<file path="config.mk">
export PLATFORM = sky130hd
export DESIGN_NAME = sdram_cmd_seq_param_flat
export DESIGN_NICKNAME = d
export VERILOG_FILES = /design/src/rtl/sdram_cmd_seq_param_if.sv /design/src/rtl/sdram_cmd_seq_param.sv /design/src/flat_wrapper.sv
export SDC_FILE = /design/constraint.sdc
export NUM_CORES = 1
export LEC_CHECK = 0
export ABC_CLOCK_PERIOD_IN_PS = 5300
export BUFFER_PORTS_ARGS = -buffer_cell sky130_fd_sc_hd__buf_2
export CAP_MARGIN = 25
export CORE_MARGIN = 8
export CORE_UTILIZATION = 35
export DETAILED_ROUTE_END_ITERATION = 8
export HOLD_SLACK_MARGIN = 0.08
export PLACE_DENSITY = 0.56
export SLEW_MARGIN = 10
export SYNTH_ARGS = -nofsm -noshare
export SYNTH_HDL_FRONTEND = slang
export SYNTH_SLANG_ARGS = --single-unit
</file>
<file path="constraint.sdc">
create_clock -name clk -period 5.3 [get_ports clk]
set_input_delay 0.265 -clock clk [delete_from_list [all_inputs] [get_ports clk]]
set_output_delay 0.265 -clock clk [all_outputs]
set_load 0.02 [all_outputs]
</file>
<file path="src/rtl/sdram_cmd_seq_param_if.sv">
// Controller-side bus of the SDRAM command sequencer.
// Request strobe and opcode in, command stream and status out.
interface sdram_cmd_seq_param_if;
  logic       start;
  logic [2:0] opcode;
  logic       mode;
  logic [3:0] command;
  logic       chip;
  logic       idle;
  logic       done;
  logic       init_done;
  logic       mode_cur;

  modport master (
    output start, opcode, mode,
    input  command, chip, idle, done,
    input  init_done, mode_cur
  );

  modport slave (
    input  start, opcode, mode,
    output command, chip, idle, done,
    output init_done, mode_cur
  );
endinterface

</file>
<file path="src/rtl/sdram_cmd_seq_param.sv">
// Parametrised SDRAM command sequencer.
// One down-counter times every wait; steps chain through a return slot.
module sdram_cmd_seq_param #(
  parameter int BURST_LEN = 4,
  parameter int CAS_LAT   = 2,
  parameter int TRCD      = 2,
  parameter int TRP       = 2,
  parameter int TRFC      = 9,
  parameter int TMRD      = 2,
  parameter int TWR       = 2,
  parameter int TXSR      = 10,
  parameter int INIT_WAIT = 14285,
  parameter int CNT_W     = 16
) (
  input logic clk,
  input logic rst,
  sdram_cmd_seq_param_if.slave bus
);

  localparam logic [3:0] C_NOP  = 4'd0;
  localparam logic [3:0] C_ACT  = 4'd1;
  localparam logic [3:0] C_RDA  = 4'd2;
  localparam logic [3:0] C_WRA  = 4'd3;
  localparam logic [3:0] C_PRE  = 4'd4;
  localparam logic [3:0] C_AREF = 4'd5;
  localparam logic [3:0] C_SREF = 4'd6;
  localparam logic [3:0] C_MRSN = 4'd7;
  localparam logic [3:0] C_MRSB = 4'd8;

  // Command cycles load N+1 so the command itself is the first count.
  localparam logic [CNT_W-1:0] ONE    = CNT_W'(1);
  localparam logic [CNT_W-1:0] W_INIT = CNT_W'(INIT_WAIT);
  localparam logic [CNT_W-1:0] W_XSR  = CNT_W'(TXSR);
  localparam logic [CNT_W-1:0] W_RP1  = CNT_W'(TRP + 1);
  localparam logic [CNT_W-1:0] W_RFC1 = CNT_W'(TRFC + 1);
  localparam logic [CNT_W-1:0] W_MRD1 = CNT_W'(TMRD + 1);
  localparam logic [CNT_W-1:0] W_RCD1 = CNT_W'(TRCD + 1);
  localparam logic [CNT_W-1:0] W_CL1  = CNT_W'(CAS_LAT + 1);
  localparam logic [CNT_W-1:0] W_RP   = CNT_W'(TRP);
  localparam logic [CNT_W-1:0] W_WRRP = CNT_W'(TWR + TRP);
  localparam logic [CNT_W-1:0] W_BL   = CNT_W'(BURST_LEN);

  typedef enum logic [1:0] {
    ST_READY, ST_WAIT, ST_BEAT, ST_SREF
  } state_t;

  typedef enum logic [3:0] {
    G_NONE, G_INITW, G_PRE, G_REF1,
    G_REF2, G_MRS_HOME, G_RESTORE, G_DONE,
    G_SREF, G_XSR, G_MRS_NEED, G_ACT,
    G_RW, G_BEATS, G_POST
  } step_t;

  state_t           state;
  step_t            ret;
  step_t            go;
  logic [CNT_W-1:0] cnt;
  logic             op_init;
  logic             op_rd;
  logic             op_brst;
  logic             op_mode;
  logic             need;

  assign need = bus.opcode[2] & bus.opcode[0];

  // Pick the step to launch at this edge, or none.
  always_comb begin
    go = G_NONE;
    unique case (state)
      ST_READY: begin
        if (bus.start) begin
          if (bus.opcode == 3'd1)
            go = G_INITW;
          else if (bus.init_done) begin
            if (bus.opcode == 3'd2)
              go = G_PRE;
            else if (bus.opcode == 3'd3)
              go = G_REF1;
            else if (bus.opcode[2])
              go = (need != bus.mode_cur)
                 ? G_MRS_NEED : G_ACT;
          end
        end
      end
      ST_WAIT: begin
        if (cnt == ONE) begin
          if (ret == G_RESTORE)
            go = (bus.mode_cur != op_mode)
               ? G_MRS_HOME : G_DONE;
          else
            go = ret;
        end
      end
      ST_BEAT: begin
        if (cnt == ONE)
          go = G_POST;
      end
      ST_SREF: begin
        if (bus.start && bus.opcode == 3'd0)
          go = G_XSR;
      end
      default: go = G_NONE;
    endcase
  end

  // Sequencer state and registered command outputs.
  always_ff @(posedge clk or posedge rst) begin
    if (rst) begin
      state         <= ST_READY;
      ret           <= G_NONE;
      cnt           <= '0;
      op_init       <= 1'b0;
      op_rd         <= 1'b0;
      op_brst       <= 1'b0;
      op_mode       <= 1'b0;
      bus.command   <= C_NOP;
      bus.chip      <= 1'b0;
      bus.idle      <= 1'b1;
      bus.done      <= 1'b0;
      bus.init_done <= 1'b0;
      bus.mode_cur  <= 1'b0;
    end else begin
      bus.done <= 1'b0;
      if (state == ST_READY && go != G_NONE) begin
        op_init <= (bus.opcode == 3'd1);
        op_rd   <= ~bus.opcode[1];
        op_brst <= need;
        op_mode <= bus.mode;
      end
      unique case (go)
        G_INITW: begin
          state       <= ST_WAIT;
          cnt         <= W_INIT;
          ret         <= G_PRE;
          bus.command <= C_NOP;
          bus.idle    <= 1'b0;
        end
        G_PRE: begin
          state       <= ST_WAIT;
          cnt         <= W_RP1;
          ret         <= (state == ST_READY)
                       ? G_SREF : G_REF1;
          bus.command <= C_PRE;
          bus.idle    <= 1'b0;
        end
        G_REF1: begin
          state       <= ST_WAIT;
          cnt         <= W_RFC1;
          ret         <= (state == ST_READY)
                       ? G_DONE : G_REF2;
          bus.command <= C_AREF;
          bus.idle    <= 1'b0;
        end
        G_REF2: begin
          state       <= ST_WAIT;
          cnt         <= W_RFC1;
          ret         <= G_MRS_HOME;
          bus.command <= C_AREF;
        end
        G_MRS_HOME: begin
          state        <= ST_WAIT;
          cnt          <= W_MRD1;
          ret          <= G_DONE;
          bus.command  <= op_mode ? C_MRSB : C_MRSN;
          bus.mode_cur <= op_mode;
        end
        G_DONE: begin
          state       <= ST_READY;
          bus.command <= C_NOP;
          bus.chip    <= 1'b0;
          bus.idle    <= 1'b1;
          bus.done    <= 1'b1;
          if (op_init)
            bus.init_done <= 1'b1;
        end
        G_SREF: begin
          state       <= ST_SREF;
          bus.command <= C_SREF;
          bus.idle    <= 1'b1;
          bus.done    <= 1'b1;
        end
        G_XSR: begin
          state       <= ST_WAIT;
          cnt         <= W_XSR;
          ret         <= G_DONE;
          bus.command <= C_NOP;
          bus.idle    <= 1'b0;
        end
        G_MRS_NEED: begin
          state        <= ST_WAIT;
          cnt          <= W_MRD1;
          ret          <= G_ACT;
          bus.command  <= need ? C_MRSB : C_MRSN;
          bus.mode_cur <= need;
          bus.idle     <= 1'b0;
        end
        G_ACT: begin
          state       <= ST_WAIT;
          cnt         <= W_RCD1;
          ret         <= G_RW;
          bus.command <= C_ACT;
          bus.idle    <= 1'b0;
        end
        G_RW: begin
          if (op_rd) begin
            state       <= ST_WAIT;
            cnt         <= W_CL1;
            ret         <= G_BEATS;
            bus.command <= C_RDA;
          end else begin
            state       <= ST_BEAT;
            cnt         <= op_brst ? W_BL : ONE;
            bus.command <= C_WRA;
            bus.chip    <= 1'b1;
          end
        end
        G_BEATS: begin
          state       <= ST_BEAT;
          cnt         <= op_brst ? W_BL : ONE;
          bus.command <= C_NOP;
          bus.chip    <= 1'b1;
        end
        G_POST: begin
          state       <= ST_WAIT;
          cnt         <= op_rd ? W_RP : W_WRRP;
          ret         <= G_RESTORE;
          bus.command <= C_NOP;
          bus.chip    <= 1'b0;
        end
        default: begin
          if (state == ST_WAIT || state == ST_BEAT) begin
            cnt         <= cnt - ONE;
            bus.command <= C_NOP;
          end
        end
      endcase
    end
  end

endmodule

</file>
<file path="src/flat_wrapper.sv">
// flat-port wrapper written by rule: the top's interface ports become plain ports
module sdram_cmd_seq_param_flat 
#(
  parameter int BURST_LEN = 4,
  parameter int CAS_LAT   = 2,
  parameter int TRCD      = 2,
  parameter int TRP       = 2,
  parameter int TRFC      = 9,
  parameter int TMRD      = 2,
  parameter int TWR       = 2,
  parameter int TXSR      = 10,
  parameter int INIT_WAIT = 14285,
  parameter int CNT_W     = 16
)
  (clk, rst, bus_start, bus_opcode, bus_mode, bus_command, bus_chip, bus_idle, bus_done, bus_init_done, bus_mode_cur);
  sdram_cmd_seq_param_if bus_i ();
  input logic clk;
  input logic rst;
  input wire logic [$bits(bus_i.start)-1:0] bus_start;
  input wire logic [$bits(bus_i.opcode)-1:0] bus_opcode;
  input wire logic [$bits(bus_i.mode)-1:0] bus_mode;
  output wire logic [$bits(bus_i.command)-1:0] bus_command;
  output wire logic [$bits(bus_i.chip)-1:0] bus_chip;
  output wire logic [$bits(bus_i.idle)-1:0] bus_idle;
  output wire logic [$bits(bus_i.done)-1:0] bus_done;
  output wire logic [$bits(bus_i.init_done)-1:0] bus_init_done;
  output wire logic [$bits(bus_i.mode_cur)-1:0] bus_mode_cur;
  assign bus_i.start = bus_start;
  assign bus_i.opcode = bus_opcode;
  assign bus_i.mode = bus_mode;
  assign bus_command = bus_i.command;
  assign bus_chip = bus_i.chip;
  assign bus_idle = bus_i.idle;
  assign bus_done = bus_i.done;
  assign bus_init_done = bus_i.init_done;
  assign bus_mode_cur = bus_i.mode_cur;
  sdram_cmd_seq_param #(.BURST_LEN(BURST_LEN), .CAS_LAT(CAS_LAT), .TRCD(TRCD), .TRP(TRP), .TRFC(TRFC), .TMRD(TMRD), .TWR(TWR), .TXSR(TXSR), .INIT_WAIT(INIT_WAIT), .CNT_W(CNT_W)) u_core (.clk(clk), .rst(rst), .bus(bus_i));
endmodule
</file>
Word-level counts from Yosys, hierarchy flattened. Cells that the tools add are included.

Register bits after elaboration: 35. Output and inout bits: 9.

Add/subtract/negate cells: 1. Equal/unequal tests: 25. Muxes and demuxes: 34. Bitwise logic cells: 3. Reduce and logical (&&, ||, !) cells: 26.

Operators with widths (count): $pmux W16 S7 (1); $mux W4 (15); $pmux W4 S9 (1); $mux W16 (2); $pmux W4 S8 (1); $eq A4 B4 Y1 const B (7); $reduce_bool A9 Y1 (2); $eq A16 B1 Y1 const B (1); $eq A4 B3 Y1 const B (4); $pmux W4 S4 (1); $sub A16 B1 Y16 const B (1); $pmux W2 S5 (1); $reduce_or A9 Y1 (1); $eq A4 B2 Y1 const B (2); $reduce_and A2 Y1 (4); $reduce_or A2 Y1 (4); $reduce_bool A7 Y1 (1); $eq A3 B2 Y1 const B (2); $mux W2 (3); $mux W3 (2); $reduce_or A6 Y1 (1); $reduce_bool A5 Y1 (1); $reduce_or A5 Y1 (1); $eq A2 B2 Y1 const B (2); other kinds (20) (28).

Depth between registers and ports, before layout. Gate-level depths: netlist of run 1.

Word-level depth: 14. Gate-level depth with buffers: 11. Depth with buffers taken out: 9.

Worst setup path before layout of run 1. No wires, ideal clock.

Kind: register to register. From: register u_core.state[1]. To: register u_core.op_brst. Library setup time: 0.125 ns. Arrival time: 2.422 ns. Setup slack: 2.753 ns. Cell stages (with the launch flop): 12. Path buffers: 2. Clock period less this slack: 2.547 ns. Cells stage by stage: dfrtp_1 > inv_1 > ha_1 > clkbuf_1 > a21o_1 > o41a_1 > a21boi_2 > buf_2 > o41ai_1 > nand2_1 > nand2_1 > mux2_2.

Cells in the longest elaborated chain, start to end: 4. Elaborated cells on any way between the ends: 7. Those cells by class: eq/ne (3); mux (1); reduce/logical (3).

RTL lines: start: declaration (RTL line sdram_cmd_seq_param.sv:54) `state_t state;`; start signal: assignment (RTL line sdram_cmd_seq_param.sv:109) `state <= ST_READY;`; start signal: assignment (RTL line sdram_cmd_seq_param.sv:132) `state <= ST_WAIT;`; start signal: assignment (RTL line sdram_cmd_seq_param.sv:139) `state <= ST_WAIT;`; $eq A2 B2 Y1 (tied with other cells) (RTL line sdram_cmd_seq_param.sv:69) `unique case (state)`; $pmux W4 S4 (RTL line sdram_cmd_seq_param.sv:69); $reduce_bool A4 Y1 (RTL line sdram_cmd_seq_param.sv:124) `if (state == ST_READY && go != G_NONE) begin`; $logic_and A1 B1 Y1 * (RTL line sdram_cmd_seq_param.sv:124); end signal: assignment (RTL line sdram_cmd_seq_param.sv:127) `op_brst <= need;`; end: declaration (RTL line sdram_cmd_seq_param.sv:60) `logic op_brst;`.

Every way passes the cells marked *; elsewhere a longest branch is shown, timed or not. A chain may end at the register's enable or synchronous reset.

Final worst setup path of run 1.
From: register u_core.state[0]. To: register u_core.cnt[6].

Cells in the longest elaborated chain, start to end: 6. Elaborated cells on any way between the ends: 26. Those cells by class: eq/ne (16); mux (2); bitwise (1); reduce/logical (7).

RTL lines: $eq A2 B2 Y1 (tied with other cells) (RTL line sdram_cmd_seq_param.sv:69); $pmux W4 S4 (RTL line sdram_cmd_seq_param.sv:69); $eq A4 B2 Y1 (tied with other cells) (RTL line sdram_cmd_seq_param.sv:130) `unique case (go)`; $reduce_or A4 Y1 (no line) (tied with other cells); $reduce_bool A7 Y1 (no line) or $not A1 Y1 (tied branches); $reduce_and A2 Y1 (no line); end signal: assignment (RTL line sdram_cmd_seq_param.sv:212) `cnt <= op_brst ? W_BL : ONE;`; end signal: assignment (RTL line sdram_cmd_seq_param.sv:219) `cnt <= op_brst ? W_BL : ONE;`; end signal: assignment (RTL line sdram_cmd_seq_param.sv:225) `cnt <= op_rd ? W_RP : W_WRRP;`; end: declaration (RTL line sdram_cmd_seq_param.sv:57) `logic [CNT_W-1:0] cnt;`.

Several ways; a longest one is shown, not always the timed one.

==> results of run 1 <==
[through the flow]
stage                     hold WS, ns  total power [mW]
after floorplan                 0.355              1.17
after global placement          0.394              1.36
after detailed placement        0.399              1.35
after CTS                       0.202              1.60
after global routing            0.213              1.73
final                           0.203              1.61
[flip-flops by register name, indices dropped and copies added, names as in the netlist]
signal                count
u_core.op_rd              1
u_core.bus.command        4
u_core.op_brst            1
u_core.bus.done           1
u_core.cnt               16
u_core.state              2
u_core.ret                4
u_core.op_init            1
u_core.bus.init_done      1
u_core.bus.chip           1
u_core.bus.mode_cur       1
u_core.bus.idle           1
u_core.op_mode            1
[cell usage in the layout, fill, tap and decap left out, types with 6 or more instances in the layout]
master / count
sky130_fd_sc_hd__ha_1: 7
sky130_fd_sc_hd__nor2_1: 28
sky130_fd_sc_hd__nand3_1: 6
sky130_fd_sc_hd__a211oi_1: 12
sky130_fd_sc_hd__or3_1: 10
sky130_fd_sc_hd__mux2_2: 6
sky130_fd_sc_hd__inv_1: 12
sky130_fd_sc_hd__o31ai_1: 8
sky130_fd_sc_hd__o21a_1: 6
sky130_fd_sc_hd__o21ai_0: 11
sky130_fd_sc_hd__a21oi_1: 12
sky130_fd_sc_hd__buf_2: 15
sky130_fd_sc_hd__dfrtp_1: 34
sky130_fd_sc_hd__nand2_1: 32
[where the power goes]
| part | switching, mW | internal (mW) |
|---|---|---|
| Clock | 0.103 | 0.141 |
| Combinational | 0.555 | 0.329 |
| Sequential | 0.118 | 0.359 |
[Yosys cell counts, types with 4 or more instances]
| library cell | number |
|---|---|
| sky130_fd_sc_hd__mux2_2 | 6 |
| sky130_fd_sc_hd__and2_1 | 5 |
| sky130_fd_sc_hd__a21oi_1 | 12 |
| sky130_fd_sc_hd__dfrtp_1 | 34 |
| sky130_fd_sc_hd__nand3_1 | 6 |
| sky130_fd_sc_hd__or3_1 | 10 |
| sky130_fd_sc_hd__nor3_1 | 5 |
| sky130_fd_sc_hd__o31ai_1 | 8 |
| sky130_fd_sc_hd__buf_2 | 9 |
| sky130_fd_sc_hd__a211oi_1 | 12 |
| sky130_fd_sc_hd__clkbuf_1 | 4 |
| sky130_fd_sc_hd__o21a_1 | 6 |
| sky130_fd_sc_hd__o21ai_0 | 11 |
| sky130_fd_sc_hd__nor4_1 | 5 |
| sky130_fd_sc_hd__nor2_1 | 28 |
| sky130_fd_sc_hd__o211ai_1 | 5 |
| sky130_fd_sc_hd__a31oi_1 | 5 |
| sky130_fd_sc_hd__xnor2_1 | 4 |
| sky130_fd_sc_hd__ha_1 | 7 |
| sky130_fd_sc_hd__nand2_1 | 32 |
| sky130_fd_sc_hd__inv_1 | 12 |
[metal layers]
| metal | wire length (um) | global-route usage | vias to the layer above | share of wire |
|---|---|---|---|---|
| met5 | 0 | 0 | - | 0 |
| li1 | - | - | 1180 | - |
| met2 | 3320 | 0.210 | 76 | 0.45 |
| met4 | 164 | 0.0538 | 0 | 0.022 |
| met1 | 3580 | 0.191 | 1196 | 0.49 |
| met3 | 309 | 0.0211 | 12 | 0.042 |
[worst paths after layout]
path                       slack [ns]                                to  cells past startpoint                   startpoint
max                              1.68         u_core.cnt[6]$_DFFE_PP0P_                      9  u_core.state[0]$_DFFE_PP0P_
min                              0.20          u_core.op_rd$_DFFE_PP0P_                      2                bus_opcode[1]
max reg2reg                      1.68         u_core.cnt[6]$_DFFE_PP0P_                      9  u_core.state[0]$_DFFE_PP0P_
min reg2reg                      0.47  u_core.bus.init_done$_DFFE_PP0P_                      1   u_core.op_init$_DFFE_PP0P_
max in group asynchronous        4.33       u_core.bus.idle$_DFFE_PP1P_                      4                          rst
min in group asynchronous        0.61        u_core.cnt[12]$_DFFE_PP0P_                      4                          rst
[layout make-up]
cell class	instances	area, um^2	area share
clock buffers	7	76.3	0.0259
clock inverters	1	30.0	0.0102
inverters	12	45.0	0.0153
multi-input cells	243	1690	0.576
flip-flops and latches	35	877	0.298
well taps	102	128	0.0434
repair buffers	17	92.6	0.0315
[logic make-up after synthesis]
kind of cell,share of synthesized area
DFF,0.325
xor gates and xnor gates,0.0227
buffers and inverters,0.0473
AOI/OAI and AO/OA,0.285
adders and majority gates,0.0325
and+or+nand+nor,0.252
muxes,0.0362
==> run summary, run 1 <==
================================================================================
Outcome                                                             finished, final reports clean
Average size of a mapped cell                                          8.85 um^2
Synth Flop Type                                                     sky130_fd_sc_hd__dfrtp_1
CTS root buf                                                        sky130_fd_sc_hd__clkbuf_8
Iter 0 DRT Violations                                                        205
Critical Path AT                                                         3.86 ns
Total global-route track usage                                             0.138
Total number of placement rows                                                32
Number of setup buffers added after CTS                                        0
Critical Path Start Type                                                    flop
Standby leakage power                                                    1.20 nW
Worst path max stage delay                                               0.62 ns
Total wire length                                                        7380 um
FF+latch count, synth                                                         35
Nature of the critical path endpoint                                        flop
P&R area growth vs syn                                                     9.04%
Setup repair after global routing missed its margin                           no
Layout cells sized above 1                                                 0.143
Worst path cell trace                                               inv_1 -> ha_1 -> nor4_1 -> nand4_1 -> o221ai_1 -> nor3_2 -> a21oi_1 -> and2_1 -> o221a_1
Post-layout instance area                                              2940 um^2
Synth warnings                                                                 0
Setup-violating endpoint count in the final report                             0
Critical path fanouts, max                                                    15
Cell Area, Placed                                                      2830 um^2
Number of antenna violations at the first check in global routing              0
Post-synthesis instance area                                           2700 um^2
Core region area                                                       7610 um^2
CP Data Required Time                                                    5.54 ns
Antenna diode count                                                            0
Cell count after placement                                                   408
Final Slew Violations                                                          0
Number of detailed-route iterations in the first pass                          5
Relative slew margins                                                      0.463
Average wire length per cell after detail routing                        17.7 um
Number of buffers created by CTS                                               5
Count of hold buffers inserted by post-cts repair                              1
Final hold viol count                                                          0
Clk slew on worst S/H paths                                              0.08 ns
Final HPWL from detailed placement                                       5500 um
Area share of the largest cell type after synthesis                        0.315
Power density relative to cell area                                  546 nW/um^2
Count of pins on the block boundary                                           16
H-Tree Level Count                                                             2
Shortest clock period the worst path allows after layout                 3.62 ns
Final worst setup slack                                                  1.68 ns
Number of nets produced by synthesis                                         319
Worst skew pair latency                                                  0.30 ns
VDD IR-drop max                                                         0.267 mV
Full die area                                                         10800 um^2
Starting Density                                                           0.355
Detailed-route vias per instance                                            5.91
Period utilisation layout                                                  0.683
Buffer and inverter count on the worst path                                    1
First-pass GRT wire length                                              12400 um
Worst Clk Skew                                                         0.0157 ns
Number of nets in the layout                                                 328
Gate count of the mapped netlist                                             305
Total global routing overflow                                                  0
Maxcap violations                                                              0
PostCTS Resize Cnt                                                             0
Top cells by area, synth                                            sky130_fd_sc_hd__dfrtp_1 (32%), sky130_fd_sc_hd__nand2_1 (4.5%), sky130_fd_sc_hd__nor2_1 (3.9%)
Number of global-route vias before repair                                   2346
Largest net degree at the start of global routing                             36
Highest clock rate                                                       276 MHz
EDFF count, synth                                                              0
Final setup TNS                                                             0 ns
Layout filler cell count                                                     810
FFs w/ async S/R, synth                                                     1.00
Antenna-violating nets left                                                    0
TritonCTS clock tree                                                       built
Share of the yosys chip area belonging to registers                        0.325
Largest area contributor in the netlist                             sky130_fd_sc_hd__dfrtp_1
Buffer levels on the longest clock path                                        2
Drt drc                                                                        0
Die Span X                                                                104 um
Buffers on Ports                                                              15
CP Class                                                            flop to flop
Placer Congestion                                                          0.926
Total vias in the final route                                               2464
Y dimension of the die                                                    104 um
Setup slack after placement                                              1.78 ns
Sink count of the clock tree                                                  35
Type of the tightest min-delay check                                input port to flop
Slowest-stage cell, CP                                              sky130_fd_sc_hd__a21oi_1
Delay-heaviest family, CP                                           compound AO/OA/AOI/OAI gates
Measured slew at the worst slew-check pin                               0.799 ns
Final Instance Count excl. Fillers                                           417
Core occupancy in the finished layout                                      0.387
Synth cell types                                                              68
================================================================================
Note: power is estimated with default switching activity, not from simulation.
==> run 2, diff against run 1 <==
ABC_CLOCK_PERIOD_IN_PS = 3080   (was 5300)
PLACE_DENSITY = 0.58   (was 0.56)
clock period = 3.08 ns   (was 5.3 ns; I/O delays follow)
==> run 2 against run 1 <==
  * Clock power up 38%
  * Worst setup slack worse by 1.5 ns
  * Via count up 3.8%
  * Clock-buffer cell count unchanged
  * Wire length up 5.8%
  * Largest cell class unchanged
  * Non-clock buffer count up 15
  * First-iteration DRC count down 5.4%
  * Total power up 75%
  * Clock skew down 0.0040 ns
  * Critical path type unchanged
  * Die area unchanged
  * Flip-flop and latch count unchanged
  * Critical path depth unchanged
==> run summary, run 2 (synthesis gave the netlist of run 1 again) <==
================================================================================
Relative slew margins                                                      0.658   +0.196
Setup-violating endpoint count in the final report                             0   unchanged
Slowest-stage cell, CP                                              sky130_fd_sc_hd__dfrtp_1
Worst path max stage delay                                               0.41 ns   -0.21 ns
Sink count of the clock tree                                                  35   unchanged
Leading cell types in the layout, fill and taps excluded            sky130_fd_sc_hd__dfrtp_1 (34), sky130_fd_sc_hd__nand2_1 (32), sky130_fd_sc_hd__nor2_1 (28), sky130_fd_sc_hd__buf_4 (16), sky130_fd_sc_hd__buf_2 (15)
Max FFs per register                                                          16   unchanged
Largest net degree at the start of global routing                             36   unchanged
Core region area                                                       7610 um^2   unchanged
Drt drc                                                                        0   unchanged
Portion of total power attributed to combinational logic                   0.591   +0.040
Total wire length                                                        7810 um   +5.8%
Worst skew pair latency                                                  0.30 ns   about the same
Count of pins on the block boundary                                           16   unchanged
Layout filler cell count                                                     806   -0.49%
Die Span X                                                                104 um   unchanged
Buffer levels on the longest clock path                                        2   unchanged
Power density relative to cell area                                  924 nW/um^2   +69%
H-Tree Level Count                                                             2   unchanged
Net switching power of the design                                        1.38 mW   +78%
Worst path cell trace                                               inv_1 -> ha_1 -> nor4_1 -> and4_1 -> nand4_1 -> o21a_1 -> o21ai_4 -> a31oi_1 -> o221a_1
Y dimension of the die                                                    104 um   unchanged
Power Total                                                              2.81 mW   +75%
Measured slew at the worst slew-check pin                               0.508 ns   -0.292 ns
Final setup TNS                                                             0 ns   unchanged
TritonCTS clock tree                                                       built
Final hold viol count                                                          0   unchanged
Critical Path AT                                                         3.04 ns   -0.82 ns
Critical Path Start Type                                                    flop
P&R area growth vs syn                                                     12.6%
VDD IR-drop max                                                         0.575 mV   +120%
Outcome                                                             finished, final reports clean
Type of the tightest min-delay check                                input port to flop
Internal power                                                           1.43 mW   +72%
Critical path fanouts, max                                                    15   unchanged
Shortest clock period the worst path allows after layout                 2.86 ns   -0.758 ns
Total global-route track usage                                             0.150   +0.0123
Maxcap violations                                                              0   unchanged
Setup repair after global routing missed its margin                           no
Placer Congestion                                                          0.929   +0.36%
Iter 0 DRT Violations                                                        194   -5.4%
Starting Density                                                           0.355   unchanged
First-pass GRT wire length                                              13500 um   +8.3%
Clk slew on worst S/H paths                                              0.08 ns   about the same
Number of setup buffers added after CTS                                        0   unchanged
Number of nets in the layout                                                 343   +4.6%
Number of global-route vias before repair                                   2566   +9.4%
Number of antenna violations at the first check in global routing              0   unchanged
Final Instance Count excl. Fillers                                           432   +3.6%
Total number of placement rows                                                32   unchanged
Highest clock rate                                                       350 MHz   +27%
Antenna diode count                                                            0   unchanged
Most common library cell in the layout ignoring fill and taps       sky130_fd_sc_hd__dfrtp_1
Average wire length per cell after detail routing                        18.1 um   +2.2%
Final Slew Violations                                                          0   unchanged
CP Data Required Time                                                    3.26 ns   -2.28 ns
Nature of the critical path endpoint                                        flop
CP Class                                                            flop to flop
Switching Fraction                                                         0.492   +0.00806
Layout cells sized above 1                                                 0.182   +0.0390
Area taken by flip-flops and latches                                    877 um^2   unchanged
Proportion of power drawn by flip-flops and latches                        0.289   -0.008
Final HPWL from detailed placement                                       5800 um   +5.5%
Multi-input combinational cell area                                    1700 um^2   +0.44%
Number of buffers created by CTS                                               5   unchanged
Worst Clk Skew                                                         0.0117 ns   -0.00402 ns
Standby leakage power                                                    1.28 nW   +6.2%
Period utilisation layout                                                  0.929   +0.246
Buffers on Ports                                                              15   unchanged
Cell count after placement                                                   423   +3.7%
Registers with the most flip-flops                                  u_core.cnt: 16 flops, u_core.bus.command: 4 flops, u_core.ret: 4 flops
Total global routing overflow                                                  0   unchanged
Detailed-route vias per instance                                            5.92   +0.17%
Total vias in the final route                                               2557   +3.8%
Register with the most flip-flops                                     u_core.cnt
Full die area                                                         10800 um^2   unchanged
Antenna-violating nets left                                                    0   unchanged
CTS root buf                                                        sky130_fd_sc_hd__clkbuf_8
Clock power frac                                                           0.120   -0.032
Number of detailed-route iterations in the first pass                          4   -1
Reg-to-reg slack, setup                                                  0.22 ns   -1.46 ns
================================================================================
==> run 2: critical path: cells and delay by family (launching register included) <==
kind	cells	cell delay (ns)
AO/OA/AOI/OAI	4	0.94
adder cells (fa/ha/maj)	1	0.26
buffers and inverters	1	0.10
flip-flops	1	0.41
AND/OR/NAND/NOR	3	1.00
==> run 2: routing by layer <==
metal,share of wire,global-route usage,vias up
met5,0,0,-
met4,0.025,0.0672,0
met3,0.042,0.0217,18
met2,0.46,0.231,81
met1,0.48,0.204,1245
li1,-,-,1213
==> run 2: power groups by stage <==
stage                     Clock, mW  Sequential, mW  Combinational, mW
after CTS                     0.342           0.809               1.65
after floorplan                   0           0.794               1.22
after global routing          0.365           0.834               1.85
after detailed placement          0           0.818               1.63
after global placement            0           0.813               1.63
final                         0.336           0.811               1.66
==> run 2: timing repair <==
item | CTS | global route
endpoints found under the setup margin | 0 | 10
hold buffers | 1 | 0
hold endpoints to repair | 34 | 0
gates resized for setup | 0 | 1
==> run 2: through the flow <==
stage / util / setup slack [ns] / hold WS [ns] / area [um^2]
final: 0.399 / 0.219 / 0.0996 / 3040
after global placement: 0.386 / 0.194 / 0.283 / 2940
after CTS: 0.398 / 0.0956 / 0.0999 / 3030
after detailed placement: 0.386 / 0.116 / 0.288 / 2940
after floorplan: - / 0.533 / 0.244 / 2700
after global routing: 0.399 / 0.00613 / 0.106 / 3040
==> run 2: final cells by class <==
class | count | share of cell area
Clock buffer | 7 | 0.0251
Tap cell | 102 | 0.0420
Clock inverter | 1 | 0.00165
Inverter | 12 | 0.0148
Multi-Input combinational cell | 243 | 0.560
Sequential cell | 35 | 0.289
Timing Repair Buffer | 32 | 0.0675
==> run 2: path summary, 6_finish.rpt <==
check / from / end / depth (start not counted)
max in group asynchronous: rst / u_core.bus.idle$_DFFE_PP1P_ / 4
min: bus_mode / u_core.op_mode$_DFFE_PP0P_ / 2
min reg2reg: u_core.op_init$_DFFE_PP0P_ / u_core.bus.init_done$_DFFE_PP0P_ / 1
max reg2reg: u_core.state[0]$_DFFE_PP0P_ / u_core.cnt[6]$_DFFE_PP0P_ / 9
max: u_core.state[0]$_DFFE_PP0P_ / u_core.cnt[6]$_DFFE_PP0P_ / 9
min in group asynchronous: rst / u_core.ret[3]$_DFFE_PP0P_ / 4
==> run 3, diff against run 2 <==
CORE_UTILIZATION = 50   (was 35)
PLACE_DENSITY = 0.75   (was 0.58)
==> run 3 against run 2 <==
  * Die area down 26%
  * First-iteration DRC count up 19%
  * Fmax down 1.3%
  * Clock skew down 0.00094 ns
  * Hold slack about the same
  * Total power up 0.28%
  * Via count up 2.7%
  * Sequential power up 2%
==> run summary, run 3 (synthesis gave the netlist of run 1 again) <==
================================================================================
CP Data Required Time                                                    3.26 ns   about the same
First-pass GRT wire length                                              12300 um   -8.3%
Register with the most flip-flops                                     u_core.cnt
CTS root buf                                                        sky130_fd_sc_hd__clkbuf_8
H-Tree Level Count                                                             2   unchanged
VDD IR-drop max                                                         0.700 mV   +22%
Standby leakage power                                                    1.27 nW   -0.35%
Type of the tightest min-delay check                                input port to flop
Total global-route track usage                                             0.200   +0.0500
P&R area growth vs syn                                                     11.0%
Maxcap violations                                                              0   unchanged
Largest net degree at the start of global routing                             36   unchanged
TritonCTS clock tree                                                       built
Number of buffers created by CTS                                               5   unchanged
Full die area                                                          8000 um^2   -26%
Final Slew Violations                                                          0   unchanged
Nature of the critical path endpoint                                        flop
Relative slew margins                                                      0.612   -0.0461
Number of setup buffers added after CTS                                        0   unchanged
Most common library cell in the layout ignoring fill and taps       sky130_fd_sc_hd__dfrtp_1
Power density relative to cell area                                  939 nW/um^2   +1.7%
Final hold viol count                                                          0   unchanged
Shortest clock period the worst path allows after layout                 2.90 ns   +0.0374 ns
Registers with the most flip-flops                                  u_core.cnt: 16 flops, u_core.bus.command: 4 flops, u_core.ret: 4 flops
Sink count of the clock tree                                                  35   unchanged
Number of detailed-route iterations in the first pass                          5   +1
Final HPWL from detailed placement                                       5580 um   -3.9%
Number of nets in the layout                                                 341   -0.58%
Leading cell types in the layout, fill and taps excluded            sky130_fd_sc_hd__dfrtp_1 (34), sky130_fd_sc_hd__nand2_1 (32), sky130_fd_sc_hd__nor2_1 (28), sky130_fd_sc_hd__buf_2 (15), sky130_fd_sc_hd__buf_4 (14)
Antenna diode count                                                            0   unchanged
Antenna-violating nets left                                                    0   unchanged
Total wire length                                                        7440 um   -4.8%
Worst Clk Skew                                                         0.0108 ns   -0.000944 ns
Critical Path Start Type                                                    flop
Y dimension of the die                                                   89.5 um   -14%
Total vias in the final route                                               2625   +2.7%
Drt drc                                                                        0   unchanged
Die Span X                                                               89.5 um   -14%
Number of antenna violations at the first check in global routing              0   unchanged
Placer Congestion                                                          0.987   +6.2%
CP Class                                                            flop to flop
Setup-violating endpoint count in the final report                             0   unchanged
Buffers on Ports                                                              15   unchanged
Highest clock rate                                                       345 MHz   -1.3%
Total number of placement rows                                                26   -19%
Buffer levels on the longest clock path                                        2   unchanged
Power Total                                                              2.81 mW   +0.28%
Critical path fanouts, max                                                     9   -6
Layout cells sized above 1                                                 0.180   -0.00194
Measured slew at the worst slew-check pin                               0.574 ns   +0.0663 ns
Period utilisation layout                                                  0.941   +0.0121
Count of pins on the block boundary                                           16   unchanged
Worst skew pair latency                                                  0.30 ns   about the same
Setup repair after global routing missed its margin                           no
Average wire length per cell after detail routing                        18.7 um   +3.3%
Iter 0 DRT Violations                                                        231   +19%
Clk slew on worst S/H paths                                              0.07 ns   about the same
Critical Path AT                                                         3.07 ns   +0.03 ns
Number of global-route vias before repair                                   2449   -4.6%
Max FFs per register                                                          16   unchanged
Final setup TNS                                                             0 ns   unchanged
Outcome                                                             finished, final reports clean
Total global routing overflow                                                  0   unchanged
Detailed-route vias per instance                                            6.60   +11%
Starting Density                                                           0.522   +0.167
Core region area                                                       5170 um^2   -32%
================================================================================
[run 3: cell count changes in the layout (fill, tap and decap cells not counted)]
cell / change
sky130_fd_sc_hd__buf_4: -2
sky130_fd_sc_hd__clkinv_2: -1
sky130_fd_sc_hd__clkbuf_8: +1
sky130_fd_sc_hd__clkinv_4: +1
sky130_fd_sc_hd__clkbuf_1: -1
[run 3: final cells by class]
class	instances	area [um^2]
Sequential cell	35	877
Tap cell	70	87.6
Clock buffer	7	86.3
Timing Repair Buffer	30	190
Inverter	12	45.0
Clock inverter	1	8.76
Fill cell	452	2180
Multi-Input combinational cell	243	1700
[run 3: per-stage QoR]
step            util  area [um^2]  hold WS, ns  setup slack [ns]  std cells
3_3_place_gp   0.558         2880        0.277             0.240        389
2_1_floorplan      -         2700        0.244             0.533        305
5_1_grt        0.579         3000        0.103           0.00140        398
4_1_cts        0.578         2990       0.0973             0.128        398
3_5_place_dp   0.558         2880        0.275             0.130        389
6_report       0.579         3000       0.0998             0.181        398
[run 3: power by group]
group	total [mW]	internal (mW)	switching [mW]
registers	0.825	0.618	0.206
clock network	0.356	0.183	0.173
logic	1.63	0.634	0.999
[run 3: worst paths after layout]
path,slack [ns],cells after the start,end,from
setup / recovery,0.18,10,u_core.ret[1]$_DFFE_PP0P_,u_core.state[0]$_DFFE_PP0P_
hold / removal,0.1,2,u_core.op_mode$_DFFE_PP0P_,bus_mode
setup reg to reg,0.18,10,u_core.ret[1]$_DFFE_PP0P_,u_core.state[0]$_DFFE_PP0P_
hold reg to reg,0.48,1,u_core.bus.command[3]$_DFFE_PP0P_,u_core.bus.command[3]$_DFFE_PP0P_
max in group asynchronous,2.23,4,u_core.bus.idle$_DFFE_PP1P_,rst
min in group asynchronous,0.48,4,u_core.ret[3]$_DFFE_PP0P_,rst
[run 3: per-layer routing]
layer,GRT usage,wire (um),vias to the layer above
met5,0,0,-
met4,0.0634,196,0
met3,0.0450,697,27
met2,0.307,3260,153
met1,0.271,3290,1235
li1,-,-,1210
[run 3: repair_timing]
item / 4_1_cts / 5_1_grt
endpoints found under the hold margin: 34 / 0
setup endpoints to repair: 0 / 9
hold buffers: 1 / 0
gates resized for setup: 0 / 1
[run 3: critical path: stages (launching register included)]
cell and delay [ns]:
sky130_fd_sc_hd__dfrtp_1 0.40, sky130_fd_sc_hd__inv_1 0.10, sky130_fd_sc_hd__ha_1 0.24, sky130_fd_sc_hd__nor4_1 0.36, sky130_fd_sc_hd__nand4_1 0.35, sky130_fd_sc_hd__o21ai_2 0.38, sky130_fd_sc_hd__buf_4 0.22, sky130_fd_sc_hd__nand2_1 0.10
sky130_fd_sc_hd__nor2_1 0.22, sky130_fd_sc_hd__a22oi_1 0.14, sky130_fd_sc_hd__mux2_2 0.27
